### src/rtl/arf_sequencer.sv
// Micro-op sequencer for the address register file (PC/SP/AR): turns one requested
// operation into a short sequence of register, memory and IR control strobes.
module arf_sequencer #(
  parameter int unsigned FETCH_WORDS = 2
) (
  input  logic       clk,
  input  logic       rst_n,
  input  logic       req,
  input  logic [2:0] op,
  output logic [2:0] reg_sel,
  output logic [1:0] fun_sel,
  output logic [1:0] out_c_sel,
  output logic [1:0] out_d_sel,
  output logic       arf_i_sel,
  output logic       mem_read,
  output logic       mem_write,
  output logic [1:0] ir_load,
  output logic       busy,
  output logic       done,
  output logic       err
);

  typedef enum logic [3:0] {
    StIdle, StF1, StF2, StPushDec, StPushWr, StPopRd, StPopInc, StJmpLd,
    StCallDec, StCallWr, StCallLd, StRetRd, StClr, StErr
  } state_e;

  typedef struct packed {
    logic [2:0] reg_sel;
    logic [1:0] fun_sel;
    logic [1:0] out_c_sel;
    logic [1:0] out_d_sel;
    logic       arf_i_sel;
    logic       mem_read;
    logic       mem_write;
    logic [1:0] ir_load;
    logic       busy;
    logic       done;
    logic       err;
  } ctrl_t;

  state_e state_q, state_d;
  ctrl_t  ctrl_q;

  function automatic ctrl_t decode(input state_e s);
    ctrl_t c;
    c      = '0;
    c.busy = (s != StIdle);
    case (s)
      StF1: begin
        c.mem_read = 1'b1; c.ir_load = 2'b01; c.reg_sel = 3'b001; c.fun_sel = 2'b01;
        c.done     = (FETCH_WORDS == 1);
      end
      StF2: begin
        c.mem_read = 1'b1; c.ir_load = 2'b10; c.reg_sel = 3'b001; c.fun_sel = 2'b01;
        c.done     = 1'b1;
      end
      StPushDec: begin c.reg_sel = 3'b010; c.fun_sel = 2'b00; end
      StPushWr: begin
        c.out_d_sel = 2'b01; c.out_c_sel = 2'b10; c.mem_write = 1'b1; c.done = 1'b1;
      end
      StPopRd: begin
        c.out_d_sel = 2'b01; c.mem_read = 1'b1; c.arf_i_sel = 1'b1;
        c.reg_sel   = 3'b100; c.fun_sel = 2'b10;
      end
      // Shared by POP and RET: SP post-increment closes both ops.
      StPopInc: begin c.reg_sel = 3'b010; c.fun_sel = 2'b01; c.done = 1'b1; end
      StJmpLd:  begin c.reg_sel = 3'b001; c.fun_sel = 2'b10; c.done = 1'b1; end
      StCallDec: begin c.reg_sel = 3'b010; c.fun_sel = 2'b00; end
      StCallWr: begin c.out_d_sel = 2'b01; c.out_c_sel = 2'b00; c.mem_write = 1'b1; end
      StCallLd: begin c.reg_sel = 3'b001; c.fun_sel = 2'b10; c.done = 1'b1; end
      StRetRd: begin
        c.out_d_sel = 2'b01; c.mem_read = 1'b1; c.arf_i_sel = 1'b1;
        c.reg_sel   = 3'b001; c.fun_sel = 2'b10;
      end
      StClr: begin c.reg_sel = 3'b111; c.fun_sel = 2'b11; c.done = 1'b1; end
      StErr: begin c.done = 1'b1; c.err = 1'b1; end
      default: ;
    endcase
    return c;
  endfunction

  always_comb begin
    state_d = StIdle;
    case (state_q)
      StIdle: begin
        if (req) begin
          case (op)
            3'b000:  state_d = StF1;
            3'b001:  state_d = StPushDec;
            3'b010:  state_d = StPopRd;
            3'b011:  state_d = StJmpLd;
            3'b100:  state_d = StCallDec;
            3'b101:  state_d = StRetRd;
            3'b110:  state_d = StClr;
            default: state_d = StErr;
          endcase
        end
      end
      StF1:      state_d = (FETCH_WORDS == 2) ? StF2 : StIdle;
      StPushDec: state_d = StPushWr;
      StPopRd:   state_d = StPopInc;
      StCallDec: state_d = StCallWr;
      StCallWr:  state_d = StCallLd;
      StRetRd:   state_d = StPopInc;
      default:   state_d = StIdle;
    endcase
  end

  // Outputs are registered from the next state so they line up with state_q.
  always_ff @(posedge clk or negedge rst_n) begin
    if (!rst_n) begin
      state_q <= StIdle;
      ctrl_q  <= '0;
    end else begin
      state_q <= state_d;
      ctrl_q  <= decode(state_d);
    end
  end

  assign reg_sel   = ctrl_q.reg_sel;
  assign fun_sel   = ctrl_q.fun_sel;
  assign out_c_sel = ctrl_q.out_c_sel;
  assign out_d_sel = ctrl_q.out_d_sel;
  assign arf_i_sel = ctrl_q.arf_i_sel;
  assign mem_read  = ctrl_q.mem_read;
  assign mem_write = ctrl_q.mem_write;
  assign ir_load   = ctrl_q.ir_load;
  assign busy      = ctrl_q.busy;
  assign done      = ctrl_q.done;
  assign err       = ctrl_q.err;

endmodule
### config.mk
export PLATFORM = sky130hd
export DESIGN_NAME = arf_sequencer
export DESIGN_NICKNAME = d
export VERILOG_FILES = /design/src/rtl/arf_sequencer.sv
export SDC_FILE = /design/constraint.sdc
export NUM_CORES = 1
export LEC_CHECK = 0
export CAP_MARGIN = 20
export CORE_MARGIN = 4
export CORE_UTILIZATION = 45
export CTS_CLUSTER_SIZE = 30
export DETAILED_ROUTE_END_ITERATION = 6
export GPL_TIMING_DRIVEN = 0
export PLACE_DENSITY = 0.73
export SYNTH_ARGS = -nofsm -noshare
export SYNTH_HDL_FRONTEND = slang
export SYNTH_SLANG_ARGS = --single-unit
### constraint.sdc
create_clock -name clk -period 2.1 [get_ports clk]
set_input_delay 0.42 -clock clk [delete_from_list [all_inputs] [get_ports clk]]
set_output_delay 0.42 -clock clk [all_outputs]
set_load 0.01 [all_outputs]
==> reports/results.tsv, run 1 <==
metric	value	unit
outcome	finished, final reports clean	
htree depth	1	
number of remaining DRC errors	0	
largest family of logic cells by synthesized area	compound AO/OA/AOI/OAI gates	
post-synth top area share	50.46	%
Seq/Total Area, Yosys	50.46	%
commonest cells in the netlist	19 x dfrtp_1, 6 x nand2_1, 5 x a21oi_1, 5 x inv_1, 5 x o21ai_0	
Synth Area in Simple Gates	20.05	%
std cell rows	16	
adder-cell share of the synthesized area	0	%
drt first pass iters	4	
antenna-violating nets left	0	
reg-to-reg startpoint	state_q[3]	
core area	0.001982	mm2
Routed WL per cell	13.10	um
antenna cells	0	
Die Wd	53.76	um
startpoint types	input pin	
Post-DP Area	0.001180	mm2
CP endpoint kind	flop	
Die Ht	53.76	um
CTS Buf Count	3	
register-to-register setup slack	0.34	ns
VDD IR max	629.4	uV
cell taking the most area after synthesis	dfrtp_1	
worst slew pin tran	0.7950	ns
met3 WL	121	um
yosys synthesis warning count	0	
Starting Density	47.54	%
GP Congestion	0.8698	
cell-by-cell trace of the critical path	clkdlybuf4s50_1 -> nand3b_1 -> a211oi_1 -> o21ai_0 -> o211ai_1	
synth unique cells	37	
CP max FO	7	
final net count	123	
critical path type	in -> reg	
HP Class	in -> async	
CP peak stage delay	0.64	ns
Syn Area/Cell	10.35	um2
met2 routed WL	862	um
asr flop ratio synth	100.0	%
GRT Residual Overflow	0	
Compound-Gate Fraction of Synth Area	21.91	%
ranking of synthesized cells by area	dfrtp_1 50%, a21oi_1 2.7%, o21ai_0 2.7%	
fin area	0.001207	mm2
GRT Util Overall	14.61	%
die area	0.002890	mm2
Post-Synth XOR/XNOR Area	0	%
setup TNS	0	ns
initial drt markers	10	
WP buf/inv	1	
Hold Vio Cnt, Final	0	
pin count of the biggest net entering global routing	20	
Post-CTS Resized	0	
CTS sink cnt	19	
CP delay by family, top	compound AO/OA/AOI/OAI gates	
Max Fclk	538.4	MHz
vias per std cell	5.336	
# IOs	23	
P per Cell Area	1264	mW/mm2
top-count cell post-synth	dfrtp_1	
Post-Synthesis Cells	91	
Synth Flop Type	dfrtp_1	
total number of vias	763	
synthesis-stage register bit count	19	
Tmin final	1.857	ns
Slew HR	46.84	%
period utilization	88.44	%
initial antenna violation count	0	
Worst Slack Setup Final	0.2428	ns
final WL	1874	um
CP arrival	2.07	ns
Pins Over Slew Limit	0	
vias in the first global route	665	
clock root buffer	clkbuf_4	
dpl hpwl	1409	um
max cap viols	0	
layout cell share with drive strength beyond 1	12.07	%
number of synthesized flops with an enable pin	0	
R2R cell count	4	
Mapped Area	942.2	um2
Reg2Reg Capture Point	reg_sel[0]	
Req. time, crit path	2.32	ns
WL met1	861	um
Place WS	-0.1215	ns
clock buffer depth	2	
postcts setup bufs	0	
mux share of post-synthesis cell area	0	%
RSZ-0062 raised after global routing	no	
clk_lat worst skew	0.29	ns
CP max-delay cell	clkdlybuf4s50_1	
DR top layer	met4	
Reg clk slew, reported paths	0.10	ns
first-pass GRT wire length	3098	um
final setup vio count	0	
CTS tree	yes	
CTS Hold Bufs	0	
Hold WS	0.5770	ns
IO Port Bufs	20	
leakage	0.0005252	uW
synth-to-layout area growth	28.15	%
clock skew	0.003916	ns
instance count on the critical path	5	
-- logic make-up (layout without fill, tap and decap cells) --
kind of cell | after synthesis | count (layout)
flip-flops | 19 | 19
AND/OR/NAND/NOR | 31 | 31
buffers and inverters | 13 | 37
AO/OA/AOI/OAI | 27 | 27
other | 1 | 2
-- worst max-delay path by stage --
stage,startpoint,endpoint,slack (ns)
floorplan,state_q[0],done,0.61
global placement,op[2],reg_sel[0],-0.03
detailed placement,op[2],reg_sel[0],-0.12
CTS,op[2],reg_sel[0],0.20
global route,op[2],reg_sel[0],0.009
finish,op[2],reg_sel[0],0.24
-- where the power goes --
part	total [uW]	leakage [uW]	switching, uW	internal (uW)
logic	818	0.000256	429	389
registers	529	0.000252	44.0	485
clock network	179	0.0000177	109	70.9
-- registers in the layout, indices dropped and copies added (netlist names) --
register and flops:
out_d_sel 1, mem_write 1, ir_load 2, done 1, out_c_sel 1, state_q 4, mem_read 1, arf_i_sel 1
fun_sel 2, busy 1, reg_sel 3, err 1
-- layout make-up --
cell class              instances  area, um2
repair buffers                 20      200.2
multi-input cells              60      402.9
flip-flops and latches         19      475.5
plain buffers                   8      48.80
clock buffers                   3      22.52
well taps                      27      33.78
fillers                       175      774.5
inverters                       5      18.77
clock inverters                 1      5.005
-- worst register-to-register path: cells and delay by family (launching register included) --
kind / cells / cell delay, ns
simple gates: 1 / 0.59
compound gates: 2 / 0.45
flops: 1 / 0.41
buf+inv: 1 / 0.24
-- metal layers --
metal | track usage (%) | vias to the layer above
met4 | 5.106 | 0
met3 | 1.939 | 4
li1 | - | 378
met5 | 0 | -
met1 | 20.14 | 355
met2 | 23.39 | 26
-- layout by cell type, fill, tap and decap left out, types with 3 or more instances in the layout --
| cell | netlist | routed |
|---|---|---|
| clkdlybuf4s50_1 | 0 | 20 |
| dfrtp_1 | 19 | 19 |
| o21ai_0 | 5 | 5 |
| a21oi_1 | 5 | 5 |
| nor4_1 | 3 | 3 |
| nand2b_1 | 3 | 3 |
| clkbuf_4 | 0 | 3 |
| nor3_1 | 3 | 3 |
| nand2_1 | 6 | 6 |
| nor2_1 | 3 | 3 |
| inv_1 | 5 | 5 |
| buf_2 | 3 | 3 |
-- through the flow --
stage / std cells / total power [uW] / utilization [%]
CTS: 143 / 1527 / 60.92
floorplan: 92 / 1041 / -
global route: 143 / 1630 / 60.92
finish: 143 / 1526 / 60.92
global placement: 139 / 1343 / 59.53
detailed placement: 139 / 1349 / 59.53
Power figures use the tool's default switching activity.
==> run 2: changes to the inputs <==
Settings changed: ABC_AREA set to 1, HOLD_SLACK_MARGIN set to 0.1, PLACE_DENSITY 0.73 to 0.72.
==> reports/results.tsv, run 2 <==
metric	value	unit	change
Hold WS	0.5627	ns	was 0.5770 ns
period utilization	76.22	%	was 88.44%
RSZ-0062 raised after global routing	no		unchanged
layout cell share with drive strength beyond 1	23.40	%	was 12.07%
first-pass GRT wire length	2925	um	was 3098 um
GR peak layer	met2		unchanged
synth-to-layout area growth	26.67	%	was 28.15%
final WL	1759	um	was 1874 um
ranking of synthesized cells by area	dfrtp_1 48%, nand2_1 8.3%, nor2_1 6.4%		was dfrtp_1 50%, a21oi_1 2.7%, o21ai_0 2.7%
Starting Density	49.20	%	was 47.54%
Largest register FFs	4		unchanged
CP arrival	1.18	ns	was 2.07 ns
cell-by-cell trace of the critical path	clkdlybuf4s50_1		was clkdlybuf4s50_1 -> nand3b_1 -> a211oi_1 -> o21ai_0 -> o211ai_1
top-count cell post-synth	nand2_1		was dfrtp_1
Post-Synthesis Cells	116		was 91
# IOs	23		unchanged
Routed WL per cell	10.47	um	was 13.10 um
Pins Over Slew Limit	0		unchanged
WP buf/inv	1		unchanged
GRT Util Overall	14.08	%	was 14.61%
part of the power in combinational logic	55.3	%	was 53.6%
yosys synthesis warning count	0		unchanged
CTS Hold Bufs	0		unchanged
VDD IR max	727.7	uV	was 629.4 uV
Mapped Area	994.7	um2	was 942.2 um2
dpl hpwl	1516	um	was 1409 um
Synth Flop Type	dfrtp_1		unchanged
post-placement cell count	164		was 139
postcts setup bufs	0		unchanged
CP max FO	1		was 7
most common cell after layout, fill and taps aside	nand2_1		was clkdlybuf4s50_1
GRT Residual Overflow	0		unchanged
cell taking the most area after synthesis	dfrtp_1		unchanged
register share of total power	33.8	%	was 34.6%
commonest cells in the netlist	22 x nand2_1, 19 x dfrtp_1, 17 x nor2_1		was 19 x dfrtp_1, 6 x nand2_1, 5 x a21oi_1, 5 x inv_1, 5 x o21ai_0
sw frac	43.68	%	was 38.09%
setup TNS	0	ns	unchanged
Tmin final	1.601	ns	was 1.857 ns
Reg clk slew, reported paths	0.11	ns	was 0.10 ns
synthesis-stage register bit count	19		unchanged
Slew HR	47.76	%	was 46.84%
synth unique cells	18		was 37
Max Fclk	624.8	MHz	was 538.4 MHz
vias per std cell	4.482		was 5.336
initial antenna violation count	0		unchanged
Seq/Total Area, Yosys	47.80	%	was 50.46%
drt first pass iters	2		was 4
startpoint types	flop		was input pin
GR Layer Usage met1	15.20	%	was 20.14%
final cell count without fillers	168		was 143
Util after Layout	62.31	%	was 60.92%
commonest cells after routing, fill and taps aside	22 x nand2_1, 20 x clkdlybuf4s50_1, 19 x dfrtp_1, 17 x nor2_1, 16 x inv_1		was 20 x clkdlybuf4s50_1, 19 x dfrtp_1, 6 x nand2_1
CP endpoint kind	output port		was flop
register-to-register setup slack	0.66	ns	was 0.34 ns
clock buffer depth	2		unchanged
outcome	finished, final reports clean		unchanged
IO Port Bufs	20		unchanged
antenna cells	0		unchanged
asr flop ratio synth	100.0	%	unchanged
CP delay by family, top	buffers and inverters		was compound AO/OA/AOI/OAI gates
htree depth	1		unchanged
core area	0.002022	mm2	was 0.001982 mm2
CP max-delay cell	clkdlybuf4s50_1		unchanged
CTS Buf Count	3		unchanged
leakage	0.0006830	uW	was 0.0005252 uW
post-synth top area share	47.80	%	was 50.46%
Syn Area/Cell	8.575	um2	was 10.35 um2
worst slew pin tran	0.7811	ns	was 0.7950 ns
Biggest register	state_q		unchanged
initial drt markers	5		was 10
total number of vias	753		was 763
Psw	736.7	uW	was 581.3 uW
grt met3 use	3.217	%	was 1.939%
critical path type	reg -> out		was in -> reg
vias in the first global route	711		was 665
clock skew	0.005069	ns	was 0.003916 ns
Power Internal	949.8	uW	was 945.0 uW
final setup vio count	0		unchanged
die area	0.003027	mm2	was 0.002890 mm2
max cap viols	0		unchanged
Post-CTS Resized	0		unchanged
Die Ht	55.02	um	was 53.76 um
CTS tree	yes		unchanged
clock root buffer	clkbuf_4		unchanged
HP Class	in -> async		unchanged
std cell rows	16		unchanged
Hold Vio Cnt, Final	0		unchanged
P per Cell Area	1338	mW/mm2	was 1264 mW/mm2
CTS sink cnt	19		unchanged
Die Wd	55.02	um	was 53.76 um
pin count of the biggest net entering global routing	20		unchanged
Req. time, crit path	1.68	ns	was 2.32 ns
number of synthesized flops with an enable pin	0		unchanged
GP Congestion	0.8034		was 0.8698
met2 Usage GRT	25.39	%	was 23.39%
antenna-violating nets left	0		unchanged
CP peak stage delay	0.53	ns	was 0.64 ns
clk_lat worst skew	0.30	ns	was 0.29 ns
number of remaining DRC errors	0		unchanged
clock power share	10.9	%	was 11.8%
final net count	148		was 123
[run 2: cell type report]
class                   instances  area, um2
plain buffers                   2      15.01
inverters                      20      77.57
repair buffers                 20      200.2
clock inverters                 1      5.005
well taps                      27      33.78
clock buffers                   3      22.52
flip-flops and latches         19      475.5
multi-input cells              76      430.4
fillers                       184      762.0
[run 2: metal layers]
layer,share of wire (%),vias up
li1,-,398
met1,40,331
met2,52,19
met3,5.2,5
met4,2.5,0
met5,0,-
[run 2: cell families (layout without fill, tap and decap cells)]
| logic type | count (synthesis) | count (layout) | share of synthesized area [%] |
|---|---|---|---|
| buffers and inverters | 22 | 46 | 9.308 |
| other | 1 | 2 | 0.3770 |
| AND/OR/NAND/NOR | 72 | 72 | 41.26 |
| flip-flops | 19 | 19 | 47.80 |
| AO/OA/AOI/OAI | 2 | 2 | 1.258 |
[run 2: worst register-to-register path, cell delays in order (launching register included)]
cell and delay [ns]:
dfrtp_1 0.47, nor2_2 0.19, nand2_1 0.11, inv_2 0.08
nand2_4 0.07, nand3_1 0.14, nor2_4 0.05, nor2_2 0.13
nand3_1 0.10
[run 2: through the flow]
stage | area (um2) | total power (uW) | setup slack (ns)
finish | 1260 | 1686 | 0.4995
global route | 1260 | 1835 | 0.3911
CTS | 1260 | 1706 | 0.4738
detailed placement | 1232 | 1524 | 0.1780
global placement | 1232 | 1498 | 0.1929
floorplan | 998.5 | 1210 | 0.8353
[run 2: power groups by stage]
stage | combinational [uW] | clock (uW) | sequential [uW]
5_1_grt | 1050 | 203 | 584
6_report | 933 | 184 | 570
3_3_place_gp | 925 | 0 | 573
3_5_place_dp | 945 | 0 | 579
4_1_cts | 948 | 188 | 571
2_1_floorplan | 590 | 0 | 620
[run 2: worst paths after layout]
kind / startpoint / endpoint / cells after the start
hold reg to reg: state_q[2] / mem_write / 3
hold / removal: rst_n / ir_load[0] / 1
setup / recovery: fun_sel[1] / fun_sel[1] / 1
setup reg to reg: state_q[0] / done / 8
max in group asynchronous: rst_n / busy / 1
min in group clk: state_q[2] / mem_write / 3
==> run 3: changes to the inputs <==
Settings changed: CORE_UTILIZATION 45 to 43.
Clock period 2.1 ns to 1.3 ns, I/O delays scaled along.
==> reports/results.tsv, run 3 (synthesis results as in run 2) <==
metric	value	unit	change
outcome	finished, violations left		was finished, final reports clean
violated checks	setup timing		
CP endpoint kind	flop		was output port
final WL	2172	um	was 1759 um
final cell count without fillers	179		was 168
P per Cell Area	2247	mW/mm2	was 1338 mW/mm2
Post-DP Area	0.001234	mm2	was 0.001232 mm2
RSZ-0062 raised after global routing	yes		was no
clock skew	0.01208	ns	was 0.005069 ns
IO Port Bufs	20		unchanged
drt first pass iters	4		was 2
pin count of the biggest net entering global routing	20		unchanged
antenna-violating nets left	0		unchanged
max cap viols	0		unchanged
Util after Layout	66.01	%	was 62.31%
final net count	158		was 148
reg-to-reg startpoint	state_q[1]		was state_q[0]
Die Ht	56.10	um	was 55.02 um
vias in the first global route	794		was 711
Routed WL per cell	12.13	um	was 10.47 um
std cell rows	17		was 16
core area	0.002212	mm2	was 0.002022 mm2
VDD IR max	1312	uV	was 727.7 uV
CTS tree	yes		unchanged
critical path type	reg -> reg		was reg -> out
register-to-register setup slack	-0.10	ns	was 0.66 ns
Reg clk slew, reported paths	0.11	ns	about the same
clock buffer depth	2		unchanged
Largest register FFs	4		unchanged
synth-to-layout area growth	46.79	%	was 26.67%
Slew HR	44.33	%	was 47.76%
dpl hpwl	1467	um	was 1516 um
# IOs	23		unchanged
number of remaining DRC errors	0		unchanged
final setup vio count	9		was 0
vias per std cell	4.631		was 4.482
fin area	0.001460	mm2	was 0.001260 mm2
most common cell after layout, fill and taps aside	nand2_1		unchanged
startpoint types	flop		unchanged
Hold Vio Cnt, Final	0		unchanged
commonest cells after routing, fill and taps aside	19 x nand2_1, 16 x dlygate4sd2_1, 15 x nor2_4, 15 x dfrtp_1, 12 x inv_1		was 22 x nand2_1, 20 x clkdlybuf4s50_1, 19 x dfrtp_1, 17 x nor2_1, 16 x inv_1
total number of vias	829		was 753
worst slew pin tran	0.8325	ns	was 0.7811 ns
initial drt markers	14		was 5
initial antenna violation count	0		unchanged
CTS Buf Count	3		unchanged
GP Congestion	0.7960		was 0.8034
Max Fclk	711.9	MHz	
clk_lat worst skew	0.31	ns	was 0.30 ns
Tmin final	1.405	ns	
antenna cells	0		unchanged
CP arrival	1.60	ns	was 1.18 ns
leakage	0.0008285	uW	was 0.0006830 uW
Die Wd	56.10	um	was 55.02 um
HP Class	in -> async		unchanged
CTS sink cnt	19		unchanged
Req. time, crit path	1.50	ns	was 1.68 ns
first-pass GRT wire length	3463	um	was 2925 um
Worst Slack Setup Final	-0.1047	ns	was 0.4995 ns
GRT Util Overall	14.41	%	was 14.08%
GRT Residual Overflow	0		unchanged
CP max FO	7		was 1
period utilization	108.1	%	
Biggest register	state_q		unchanged
Starting Density	44.97	%	was 49.20%
die area	0.003147	mm2	was 0.003027 mm2
htree depth	1		unchanged
Reg2Reg Capture Point	reg_sel[1]		was done
clock root buffer	clkbuf_4		unchanged
post-placement cell count	165		was 164
Pins Over Slew Limit	0		unchanged
layout cell share with drive strength beyond 1	44.37	%	was 23.40%
R2R cell count	8		unchanged
-- run 3: cell types whose count changed in the layout (fill, tap and decap cells not counted), moves of 5 or more --
cell,previous run,this run
buf_4,2,10
nor2_4,4,15
clkdlybuf4s50_1,20,4
nor2_1,17,10
nand3_1,9,4
dlygate4sd2_1,0,16
-- run 3: repair_timing --
item | CTS | global route
endpoints found under the hold margin | 0 | 0
pin swaps | 12 | 1
endpoints found under the setup margin | 24 | 12
setup buffers | 6 | 4
gates resized for setup | 44 | 13
hold buffers | 0 | 0
-- run 3: how the worst max path moves through the flow --
stage	startpoint	endpoint	slack (ns)	cells past startpoint
final	state_q[1]	reg_sel[1]	-0.10	8
after global routing	state_q[1]	fun_sel[0]	-0.17	8
after CTS	state_q[1]	fun_sel[0]	-0.09	8
after detailed placement	req	out_d_sel[0]	-0.48	8
after global placement	req	reg_sel[0]	-0.47	8
after floorplan	state_q[0]	reg_sel[0]	0.04	8
-- run 3: power breakdown --
part           internal (uW)  switching, uW  total (uW)
clock network            115            189         304
registers                812            169         981
logic                    849           1150        2000
total                   1780           1500        3280
-- run 3: critical path: stages (launching register included) --
cell     delay, ns
dfrtp_2       0.52
nor2_4        0.15
buf_6         0.12
nand3_4       0.07
nand3_4       0.11
buf_6         0.13
nor2_1        0.03
nand2_1       0.07
nand4_1       0.09
-- run 3: metrics by stage --
| step | power [uW] | setup WS, ns | hold slack, ns | setup TNS (ns) |
|---|---|---|---|---|
| after floorplan | 1954 | 0.03534 | -0.03559 | 0 |
| after global placement | 2425 | -0.4662 | 0.6572 | -4.477 |
| after detailed placement | 2462 | -0.4786 | 0.6587 | -5.593 |
| after CTS | 3014 | -0.08540 | 0.4506 | -0.4457 |
| after global routing | 3519 | -0.1721 | 0.5031 | -1.447 |
| final | 3280 | -0.1047 | 0.4156 | -0.6514 |
-- run 3: final cells by class --
cell class,instances,area [um2]
Buffer,2,15.01
Clock buffer,3,22.52
Clock inverter,1,5.005
Fill cell,187,752.0
Inverter,20,77.57
Multi-Input combinational cell,76,561.8
Sequential cell,19,480.5
Tap cell,28,35.03
Timing Repair Buffer,30,262.8
-- run 3: layer usage --
layer  global-route usage, %  wire length (um)
met1                   14.99               791
met2                   26.88              1175
met3                   3.016               137
met4                   7.119                67
met5                       0                 0
